<file path="src/rtl/perceptron_trainer.sv">
// Trains a 3-input FP16 perceptron (bias + 2 data inputs) over a 4-sample truth table via a shared FPU.
// Latency: per sample 5 FPU ops + DECIDE + NEXT, plus one multiply/add pair per trained weight on error.
// Backpressure: each op state holds fpu_req with stable operands until fpu_ack; start ignored while busy.
// Option: define PTRAIN_BIAS_UPD_EN to also train the bias weight w0 (otherwise w0 keeps w_init0).
module perceptron_trainer #(
  parameter int              TAM        = 16,
  parameter int              MAX_EPOCHS = 15,
  parameter logic [TAM-1:0]  ETA        = 16'h3800,
  parameter logic [TAM-1:0]  BIAS_IN    = 16'hBA66
) (
  input  logic               clk,
  input  logic               rst_n,
  input  logic               start,
  input  logic [4*TAM-1:0]   in1,
  input  logic [4*TAM-1:0]   in2,
  input  logic [3:0]         d,
  input  logic [TAM-1:0]     w_init0,
  input  logic [TAM-1:0]     w_init1,
  input  logic [TAM-1:0]     w_init2,
  output logic               fpu_req,
  output logic               fpu_op,
  output logic [TAM-1:0]     fpu_a,
  output logic [TAM-1:0]     fpu_b,
  input  logic               fpu_ack,
  input  logic [TAM-1:0]     fpu_result,
  output logic [TAM-1:0]     w0,
  output logic [TAM-1:0]     w1,
  output logic [TAM-1:0]     w2,
  output logic [3:0]         y,
  output logic [3:0]         epoch,
  output logic               busy,
  output logic               done,
  output logic               converged
);

  localparam logic [3:0] S_IDLE   = 4'd0;
  localparam logic [3:0] S_MUL0   = 4'd1;
  localparam logic [3:0] S_MUL1   = 4'd2;
  localparam logic [3:0] S_MUL2   = 4'd3;
  localparam logic [3:0] S_ADD0   = 4'd4;
  localparam logic [3:0] S_ADD1   = 4'd5;
  localparam logic [3:0] S_DECIDE = 4'd6;
  localparam logic [3:0] S_UMUL0  = 4'd7;
  localparam logic [3:0] S_UADD0  = 4'd8;
  localparam logic [3:0] S_UMUL1  = 4'd9;
  localparam logic [3:0] S_UADD1  = 4'd10;
  localparam logic [3:0] S_UMUL2  = 4'd11;
  localparam logic [3:0] S_UADD2  = 4'd12;
  localparam logic [3:0] S_NEXT   = 4'd13;
  localparam logic [3:0] S_DONE   = 4'd14;

  localparam logic [3:0] EPOCH_LIM = 4'(MAX_EPOCHS);

  logic [3:0]     state;
  logic [1:0]     k;
  logic           err;
  logic [TAM-1:0] acc;      // p0, then s, then v (net value)
  logic [TAM-1:0] p1;
  logic [TAM-1:0] p2;
  logic [TAM-1:0] q;        // eta * x_j for the weight being updated
  logic [TAM-1:0] x1;
  logic [TAM-1:0] x2;
  logic [TAM-1:0] q_signed;
  logic           dk;
  logic           yk;

  // Select the current sample and form the signed learning-rule increment
  always_comb begin
    x1       = in1[int'(k)*TAM +: TAM];
    x2       = in2[int'(k)*TAM +: TAM];
    dk       = d[k];
    yk       = ~acc[TAM-1];
    q_signed = dk ? q : {~q[TAM-1], q[TAM-2:0]};
  end

  // FPU request and operands are a pure function of the state, so they stay stable until ack
  always_comb begin
    fpu_req = 1'b0;
    fpu_op  = 1'b0;
    fpu_a   = '0;
    fpu_b   = '0;
    case (state)
      S_MUL0:  begin fpu_req = 1'b1; fpu_a = BIAS_IN; fpu_b = w0; end
      S_MUL1:  begin fpu_req = 1'b1; fpu_a = x1;      fpu_b = w1; end
      S_MUL2:  begin fpu_req = 1'b1; fpu_a = x2;      fpu_b = w2; end
      S_ADD0:  begin fpu_req = 1'b1; fpu_op = 1'b1; fpu_a = acc; fpu_b = p1; end
      S_ADD1:  begin fpu_req = 1'b1; fpu_op = 1'b1; fpu_a = acc; fpu_b = p2; end
      S_UMUL0: begin fpu_req = 1'b1; fpu_a = ETA; fpu_b = BIAS_IN; end
      S_UADD0: begin fpu_req = 1'b1; fpu_op = 1'b1; fpu_a = w0; fpu_b = q_signed; end
      S_UMUL1: begin fpu_req = 1'b1; fpu_a = ETA; fpu_b = x1; end
      S_UADD1: begin fpu_req = 1'b1; fpu_op = 1'b1; fpu_a = w1; fpu_b = q_signed; end
      S_UMUL2: begin fpu_req = 1'b1; fpu_a = ETA; fpu_b = x2; end
      S_UADD2: begin fpu_req = 1'b1; fpu_op = 1'b1; fpu_a = w2; fpu_b = q_signed; end
      default: ;
    endcase
  end

  // Status flags decode directly from the state
  always_comb begin
    busy = (state != S_IDLE) && (state != S_DONE);
    done = (state == S_DONE);
  end

  // Training sequencer: forward pass, activation, weight update, epoch control
  always_ff @(posedge clk or negedge rst_n) begin
    if (!rst_n) begin
      state     <= S_IDLE;
      k         <= 2'd0;
      err       <= 1'b0;
      acc       <= '0;
      p1        <= '0;
      p2        <= '0;
      q         <= '0;
      w0        <= '0;
      w1        <= '0;
      w2        <= '0;
      y         <= 4'd0;
      epoch     <= 4'd0;
      converged <= 1'b0;
    end else begin
      case (state)
        S_IDLE, S_DONE: begin
          if (start) begin
            w0        <= w_init0;
            w1        <= w_init1;
            w2        <= w_init2;
            epoch     <= 4'd0;
            y         <= 4'd0;
            k         <= 2'd0;
            err       <= 1'b0;
            converged <= 1'b0;
            state     <= S_MUL0;
          end
        end
        S_MUL0:  if (fpu_ack) begin acc <= fpu_result; state <= S_MUL1; end
        S_MUL1:  if (fpu_ack) begin p1  <= fpu_result; state <= S_MUL2; end
        S_MUL2:  if (fpu_ack) begin p2  <= fpu_result; state <= S_ADD0; end
        S_ADD0:  if (fpu_ack) begin acc <= fpu_result; state <= S_ADD1; end
        S_ADD1:  if (fpu_ack) begin acc <= fpu_result; state <= S_DECIDE; end
        S_DECIDE: begin
          y[k] <= yk;
          if (yk == dk) begin
            state <= S_NEXT;
          end else begin
            err <= 1'b1;
`ifdef PTRAIN_BIAS_UPD_EN
            state <= S_UMUL0;
`else
            state <= S_UMUL1;
`endif
          end
        end
        S_UMUL0: if (fpu_ack) begin q  <= fpu_result; state <= S_UADD0; end
        S_UADD0: if (fpu_ack) begin w0 <= fpu_result; state <= S_UMUL1; end
        S_UMUL1: if (fpu_ack) begin q  <= fpu_result; state <= S_UADD1; end
        S_UADD1: if (fpu_ack) begin w1 <= fpu_result; state <= S_UMUL2; end
        S_UMUL2: if (fpu_ack) begin q  <= fpu_result; state <= S_UADD2; end
        S_UADD2: if (fpu_ack) begin w2 <= fpu_result; state <= S_NEXT; end
        S_NEXT: begin
          if (k != 2'd3) begin
            k     <= k + 2'd1;
            state <= S_MUL0;
          end else begin
            epoch <= epoch + 4'd1;
            if (!err) begin
              converged <= 1'b1;
              state     <= S_DONE;
            end else if (epoch + 4'd1 == EPOCH_LIM) begin
              converged <= 1'b0;
              state     <= S_DONE;
            end else begin
              err   <= 1'b0;
              k     <= 2'd0;
              state <= S_MUL0;
            end
          end
        end
        default: state <= S_IDLE;
      endcase
    end
  end

endmodule

</file>
<file path="config.mk">
export PLATFORM = sky130hd
export DESIGN_NAME = perceptron_trainer
export DESIGN_NICKNAME = d
export VERILOG_FILES = /design/src/rtl/perceptron_trainer.sv
export SDC_FILE = /design/constraint.sdc
export NUM_CORES = 1
export LEC_CHECK = 0
export ABC_CLOCK_PERIOD_IN_PS = 2760
export CAP_MARGIN = 20
export CORE_MARGIN = 2
export CORE_UTILIZATION = 40
export DETAILED_ROUTE_END_ITERATION = 8
export HOLD_SLACK_MARGIN = 0.12
export PLACE_DENSITY_LB_ADDON = 0.1
export REMOVE_ABC_BUFFERS = 1
export SYNTH_ARGS = -nofsm -noshare
export SYNTH_HDL_FRONTEND = slang
export SYNTH_SLANG_ARGS = --single-unit
</file>
<file path="constraint.sdc">
create_clock -name clk -period 2.76 [get_ports clk]
set_input_delay 0.828 -clock clk [delete_from_list [all_inputs] [get_ports clk]]
set_output_delay 0.828 -clock clk [all_outputs]
set_load 0.01 [all_outputs]
</file>
==> Word level (Yosys, flattened, before mapping) <==
Cells that the tools add are included.
{ "totals": {"ff_bits": 128, "out_inout_bits": 93} }
{ "classes": {"n_addsub": 2, "magnitude_cmp": 2, "eq_ne": 35, "shifts": 2, "mux": 53, "bitwise": 2, "reduce_logical": 30} }
{ "ops": {"columns": ["operator", "n"], "rows": [
  ["one-hot mux 16 bit (9 select lines)", 1],
  ["one-hot mux 16 bit (8 select lines)", 1],
  ["indexed part select 64 x 7 -> 16 bit", 2],
  ["one-hot mux 16 bit (2 select lines)", 3],
  ["two-way mux 16 bit", 5],
  ["two-way mux 4 bit", 17],
  ["one-hot mux 4 bit (14 select lines)", 1],
  ["equality test 4 bit (second input constant)", 8],
  ["inequality test 2 bit (second input constant)", 15],
  ["equality test 4 x 3 -> 1 bit (second input constant)", 4],
  ["one-hot mux 4 bit (2 select lines)", 2],
  ["two-way mux 1 bit", 12],
  ["AND reduction 12 bit", 1],
  ["AND reduction 3 bit", 4],
  ["AND reduction 4 bit", 3],
  ["OR reduction 11 bit", 1],
  ["AND reduction 2 bit", 5],
  ["nonzero test 2 bit", 5],
  ["inequality test 3 bit (second input constant)", 3],
  ["OR reduction 3 bit", 3],
  ["equality test 4 x 2 -> 1 bit (second input constant)", 2],
  ["two-way mux 2 bit", 4],
  ["OR reduction 5 bit", 1],
  ["adder 4 x 1 -> 4 bit (second input constant)", 1],
  ["other kinds (19)", 22]
]} }

==> Logic depth before layout (Yosys ltp) <==
Gate-level depths: netlist of run 1.
{ "logic_depth": {"depth_word": 6, "depth_mapped": 8, "mapped_depth_nobuf": 7} }

==> Worst setup path before layout of run 1 <==
Ideal clock, no wire load.
{ "synth_path": {"path_kind": "input -> output", "startpoint": "input port in1[63]", "endpoint": "output port fpu_b[15]", "arrival_time_ps": 1882, "setup_slack_ps": 50, "stages": 4, "n_path_buf": 0, "cell_sequence": "mux4_2 a22o_1 a221oi_1 o21ai_0"} }
{ "synth_between": {"elab_chain_cells": 2} }
{ "synth_lines": {"columns": ["item", "line", "text"], "rows": [
  ["from (decl)", "14", "input logic [4*TAM-1:0] in1,"],
  ["indexed part select 64 x 7 -> 16 bit", "69", "x1 = in1[int'(k)*TAM +: TAM];"],
  ["one-hot mux 16 bit (9 select lines)", "82", "case (state)"],
  ["to (decl)", "23", "output logic [TAM-1:0] fpu_b,"]
]} }
Every way passes these cells.

==> Worst setup path in the final report of run 1 <==
{ "layout_path": {"startpoint": "register k[0]", "endpoint": "output port fpu_b[2]"} }
{ "layout_between": {"elab_chain_cells": 2, "word_cells_on_any_way": 3} }
{ "layout_lines": {"columns": ["item", "line", "text"], "rows": [
  ["from (decl)", "55", "logic [1:0] k;"],
  ["from (signal assigned)", "161", "k <= k + 2'd1;"],
  ["indexed part select 64 x 7 -> 16 bit, on equally long branches", "70, 69", null],
  ["one-hot mux 16 bit (9 select lines) *", "82", null]
]} }
Every way passes the cells marked *; elsewhere a longest branch is shown, timed or not.

==> summary.txt, run 1 <==
Floorplanning
  • Chip width: 145 um
  • Die footprint: 0.0210 sq mm
  • Core area: 0.0195 sq mm
  • # IOs: 293
  • Cell Rows: 51
  • Die Y-Extent: 145 um
  • Initial Util: 40.8%

Yosys
  • Top cells by area in the synthesized netlist: dfrtp_1 (40%), mux4_2 (9.3%), mux2_2 (9.1%)
  • Post-synth top flop: dfrtp_1
  • Number of synthesized flops with an enable pin: 0
  • Top-count cell post-synth: dfrtp_1
  • Area leader, netlist: dfrtp_1
  • Area share of the largest cell type after synthesis: 40.2%
  • Synth cell types: 62
  • Synth Cell Area: 0.00796 sq mm
  • Synth warnings: 0
  • Synth cell count leaders: dfrtp_1 (128), nand2_1 (91), a22oi_1 (66)
  • Async SR Flop Fraction: 100%
  • Register bit count reported by yosys: 128
  • Syn Inst Count: 739
  • Post-synthesis average cell area: 10.8 sq um
  • Sequential-to-total area share from yosys stat: 40.2%

STA
  • Fmax: 319 MHz
  • Worst Tran Pin Value: 0.565 ns
  • Max-slew violation count: 0
  • Clock Skews: 0.00577 ns
  • Slew headroom: 62.2%
  • RSZ-0062 raised after global routing: true
  • Hold WS: 0.346 ns
  • Crit path time final: 3.14 ns
  • Final setup margin: -0.378 ns
  • Count of final setup violators: 32
  • Final worst path period share: 114%
  • Final hold vios: 0

Outcome
  • Failing checks: setup timing
  • Status: finished with violations

Detailed routing
  • Vias per inst: 5.76
  • Vias: 8167
  • DR pass1 iterations: 5
  • Routed Antenna Nets: 0
  • DRT Wirelength: 31500 um
  • DR iter-0 viols: 770
  • WL/cell: 22.2 um
  • Number of remaining DRC errors: 0

Global routing
  • Congestion Overflow GR: 0
  • Pin count of the biggest net entering global routing: 50
  • Vias in the first global route: 8421
  • Tot GR Track Use: 29.5%
  • First-pass GRT wire length: 48300 um
  • Initial antenna violation count: 1

Setup path
  • R2R setup slack: 0.46 ns
  • CP Class: flop to primary output
  • Reg2Reg Depth: 8
  • Crit path DAT: 2.31 ns
  • Required @ worst endpoint: 1.93 ns
  • Worst reg2reg startpoint: state[2]
  • Largest fanout on the critical path: 8
  • Startpoint Class: flop
  • Crit end category: primary output
  • R2R Path End: state[3]

Power
  • Tot Pwr: 0.0145 W
  • Power density cells: 1110 mW/mm^2
  • Leakage power: 5.50 nW
  • Worst VDD drop: 0.578 mV

Final layout
  • Layout cell share with drive strength beyond 1: 32.9%
  • Post-route insts no fill: 1419
  • Multi-input logic area: 0.00469 sq mm
  • Fill count: 1605
  • Final instance area: 0.0130 sq mm
  • Seq. cell area: 0.00321 sq mm
  • Layout area overhead: 63.5%
  • Nets: 1346

Clock network
  • CTS buffer count: 17
  • Cts hold-fix bufs: 0
  • Skew-Pair Late Insertion Delay: 0.42 ns
  • Clk slew on worst S/H paths: 0.06 ns
  • H-tree Lvls: 4
  • CTS sink cnt: 128
  • Clock Path Buffers: 2
  • Root buffer cell: clkbuf_16
  • CTS tree: built

Place
  • Dpl hpwl: 22400 um
  • Post-DP Area: 0.0121 sq mm
  • Dpl cells: 1348
  • Place WS: -0.875 ns
  • GPL Wtd Cong: 0.880
  • PortBufs: 292

Worst hold path
  • Hold Path Class: primary input to asynchronous set/reset pin

Job
  • Max Cap Viol: 0
==> flip-flops by register name, summed over array words and instances (netlist names), 16 cells and up <==
register  cells
q            16
acc          16
w2           16
p1           16
w0           16
w1           16
p2           16
==> critical path: stages, from the launching register on <==
cell	delay, ns
dfrtp_2	0.43
buf_12	0.16
buf_8	0.11
mux4_2	0.50
a222oi_1	0.31
o211ai_1	0.19
buf_2	0.18
==> through the flow <==
step | util, % | setup TNS (ns)
2_1_floorplan | - | -73.07
3_3_place_gp | 61.7 | -19.60
3_5_place_dp | 61.7 | -19.71
4_1_cts | 65.1 | -7.89
5_1_grt | 66.7 | -10.04
6_report | 66.7 | -7.84
==> worst max path at each step <==
stage / startpoint / to / slack [ns] / depth (start not counted)
2_1_floorplan: state[2] / w2[0] / -1.24 / 5
3_3_place_gp: in2[15] / fpu_b[15] / -0.91 / 6
3_5_place_dp: in1[31] / fpu_b[15] / -0.87 / 6
4_1_cts: k[0] / fpu_b[2] / -0.36 / 6
5_1_grt: k[0] / fpu_b[11] / -0.43 / 6
6_report: k[0] / fpu_b[2] / -0.38 / 6
==> cell usage in the layout, fill, tap and decap left out, types with 38 or more instances in the layout <==
master / instances
clkdlybuf4s50_1: 160
dfrtp_1: 122
buf_4: 105
dlygate4sd2_1: 96
nand2_1: 87
mux2_2: 64
mux2i_1: 48
a22oi_1: 45
o21ai_0: 38
==> cell type report <==
cell class	count	share of cell area [%]
Inverter	7	0.202
Multi-Input combinational cell	546	36.0
Clock buffer	20	3.59
Antenna cell	1	0.0192
Sequential cell	128	24.7
Tap cell	265	2.55
Timing Repair Buffer	440	32.0
Clock inverter	12	1.02
==> where the power goes <==
part	switching [W]	leakage, nW	internal [W]
clock	0.000883	0.289	0.00140
combinational	0.00416	3.63	0.00448
sequential	0.000797	1.58	0.00277
==> per-layer routing <==
metal	wire length, um	GRT usage (%)	up-vias
li1	-	-	3658
met1	13000	39.4	4088
met3	1990	4.75	44
met5	0	0	-
met4	529	8.14	0
met2	16000	50.0	377
==> cells by family (layout without fill, tap and decap cells) <==
| group | count (synthesis) | in the layout | share of synthesized area, % |
|---|---|---|---|
| multiplexers | 146 | 146 | 24.6 |
| AND/OR/NAND/NOR | 177 | 177 | 11.0 |
| buffers and inverters | 65 | 479 | 3.85 |
| adder cells (fa/ha/maj) | 6 | 6 | 0.943 |
| other | 0 | 1 | 0 |
| AO/OA/AOI/OAI | 213 | 213 | 19.0 |
| XOR/XNOR | 4 | 4 | 0.440 |
| flip-flops | 128 | 128 | 40.2 |
==> what timing repair did <==
action                     in CTS  in global routing
setup endpoints to repair      36                 34
resized for setup             275                 31
cloned                          1                  1
pin swaps                      42                 25
setup buffers                  18                 19
No activity file was read; power rests on OpenSTA's default activity.
==> run 2, diff against run 1 <==
--- a/config.mk
+++ b/config.mk
@@ -10,6 +10,7 @@
 export CORE_MARGIN = 2
 export CORE_UTILIZATION = 40
 export DETAILED_ROUTE_END_ITERATION = 8
+export GPL_TIMING_DRIVEN = 0
 export HOLD_SLACK_MARGIN = 0.12
 export PLACE_DENSITY_LB_ADDON = 0.1
 export REMOVE_ABC_BUFFERS = 1
==> run 2 against run 1 <==
- the flow still finishes with violations (setup timing)
- wire length rose by 8.5%
- largest cell class unchanged
- critical path type unchanged
- clock-buffer cell count decreased by 2
- sequential power grew 3%
- via count grew 2.0%
- critical path depth is the same
- cell area rose by 1.5%
- flip-flop and latch count unchanged
- clock skew increased by 0.0058 ns
- maximum frequency is 0.20% higher
==> summary.txt, run 2 (same netlist as run 1, synthesis figures left out) <==
Outcome
  • Status: finished with violations
  • Failing checks: setup timing

Global routing
  • Vias in the first global route: 8364
  • Tot GR Track Use: 31.2%
  • First-pass GRT wire length: 50500 um
  • Pin count of the biggest net entering global routing: 97
  • Congestion Overflow GR: 0
  • Initial antenna violation count: 1

Detailed routing
  • Vias per inst: 5.93
  • M1 WL: 13700 um
  • Vias: 8329
  • DR iter-0 viols: 814
  • WL/cell: 24.3 um
  • Routed Antenna Nets: 0
  • Routed met2 length: 16900 um
  • Number of remaining DRC errors: 0
  • DR pass1 iterations: 6
  • DRT Wirelength: 34200 um
  • Metal3 WL: 2500 um
  • DR top layer: met4

Clock network
  • H-tree Lvls: 4
  • Skew-Pair Late Insertion Delay: 0.43 ns
  • Clock Path Buffers: 2
  • CTS buffer count: 17
  • CTS sink cnt: 128
  • CTS tree: built
  • Root buffer cell: clkbuf_16
  • Clk slew on worst S/H paths: 0.06 ns

Setup path
  • Startpoint Class: flop
  • Crit path DAT: 2.30 ns
  • Largest fanout on the critical path: 11
  • WP depth: 6
  • CP endpoint: fpu_b[15]
  • Delay-heaviest family, CP: multiplexers
  • Reg2Reg Depth: 9
  • Critical path, cell by cell: buf_12 > mux4_2 > a22o_1 > a221oi_2 > o21ai_1 > buf_2
  • Critical Path Source: k[0]
  • Worst reg2reg startpoint: state[2]
  • CP Class: flop to primary output
  • R2R Path End: acc[0]
  • CP peak stage delay: 0.55 ns
  • Required @ worst endpoint: 1.93 ns
  • Slowest CP cell: mux4_2
  • Crit end category: primary output
  • Buffer and inverter count on the worst path: 2
  • R2R setup slack: 0.14 ns

STA
  • Clock Skews: 0.0116 ns
  • Max-slew violation count: 0
  • RSZ-0062 raised after global routing: true
  • Final setup margin: -0.372 ns
  • Final hold vios: 0
  • Crit path time final: 3.13 ns
  • Setup TNS: -7.68 ns
  • Count of final setup violators: 48
  • Slew headroom: 28.6%
  • Fmax: 319 MHz
  • Worst Tran Pin Value: 1.07 ns
  • Final worst path period share: 113%

Power
  • Power density cells: 1140 mW/mm^2
  • Worst VDD drop: 0.653 mV
  • Net Switching: 0.00630 W
  • Sequential share of power: 24.3%
  • Switching Fraction: 41.8%
  • Leakage power: 5.53 nW
  • Combinational power share: 60.7%
  • P_int: 0.00876 W
  • Clock power frac: 15.0%

Floorplanning
  • # IOs: 293
  • Cell Rows: 51
  • Core area: 0.0195 sq mm
  • Chip width: 145 um
  • Die footprint: 0.0210 sq mm
  • Initial Util: 40.8%
  • Die Y-Extent: 145 um

Final layout
  • Commonest non-fill, non-tap cell in the layout: clkdlybuf4s50_1
  • Layout area overhead: 65.9%
  • Nets: 1332
  • Seq. cell area: 0.00323 sq mm
  • Fill count: 1580
  • Multi-input logic area: 0.00485 sq mm
  • Layout cell share with drive strength beyond 1: 33.7%
  • Post-route insts no fill: 1405
  • Most frequent cells in the layout: clkdlybuf4s50_1 (151), dfrtp_1 (122), dlygate4sd2_1 (100), nand2_1 (84), buf_4 (76)

Place
  • Dpl hpwl: 21200 um
  • GPL Wtd Cong: 0.784
  • PortBufs: 292
  • Dpl cells: 1257

Job
  • Max Cap Viol: 0

Worst hold path
  • Hold Path Class: primary input to asynchronous set/reset pin
[run 2: timing repair]
item | CTS | global route
gates cloned | 4 | 2
setup endpoints to repair | 150 | 34
buffers inserted | 77 | 38
gates resized for setup | 317 | 54
hold buffers | 0 | 0
pin swaps | 59 | 34
[run 2: power groups by stage]
stage | Combinational (W) | Clock (W) | Sequential [W]
global placement | 0.00670 | 0 | 0.00394
detailed placement | 0.00726 | 0 | 0.00383
finish | 0.00914 | 0.00226 | 0.00366
global route | 0.00960 | 0.00237 | 0.00376
CTS | 0.00847 | 0.00226 | 0.00360
floorplan | 0.00346 | 0 | 0.00376
[run 2: cell type report]
| class | instances | share of cell area, % |
|---|---|---|
| Multi-Input combinational cell | 548 | 36.7 |
| Timing Repair Buffer | 424 | 31.6 |
| Sequential cell | 128 | 24.4 |
| Clock buffer | 18 | 3.25 |
| Tap cell | 265 | 2.51 |
| Clock inverter | 14 | 1.21 |
| Inverter | 7 | 0.227 |
| Antenna cell | 1 | 0.0189 |
[run 2: worst min-delay path by stage]
stage,start,end,slack (ns),cells after the start
finish,rst_n,w1[5],0.29,1
global route,rst_n,w0[6],0.30,1
CTS,rst_n,w1[5],0.29,1
detailed placement,acc[14],acc[14],0.49,1
global placement,acc[14],acc[14],0.48,1
floorplan,acc[14],acc[14],0.46,1
[run 2: stage by stage]
| stage | hold WS (ns) | total power, W | setup slack (ns) | utilization [%] | instance area (sq um) |
|---|---|---|---|---|---|
| 2_1_floorplan | 0.465 | 0.00722 | -1.24 | - | 7680 |
| 3_3_place_gp | 0.481 | 0.0106 | -4.80 | 56.0 | 10900 |
| 3_5_place_dp | 0.488 | 0.0111 | -1.57 | 58.4 | 11400 |
| 4_1_cts | 0.292 | 0.0143 | -0.352 | 65.4 | 12800 |
| 5_1_grt | 0.296 | 0.0157 | -0.464 | 67.6 | 13200 |
| 6_report | 0.286 | 0.0151 | -0.372 | 67.6 | 13200 |
[run 2: worst reg2reg max path: stages, from the launching register on]
cell and delay, ns:
dfrtp_4 0.54, buf_16 0.18, nand2b_4 0.11, buf_6 0.14
nor2_4 0.05, buf_6 0.15, buf_4 0.14, o21ai_2 0.60
buf_8 0.24, mux2_2 0.36
[run 2: layer usage]
metal  GRT usage (%)  vias to the layer above
met5               0                        -
met4            11.2                        0
met3            6.79                       82
met2            52.8                      462
met1            39.6                     4140
li1                -                     3645
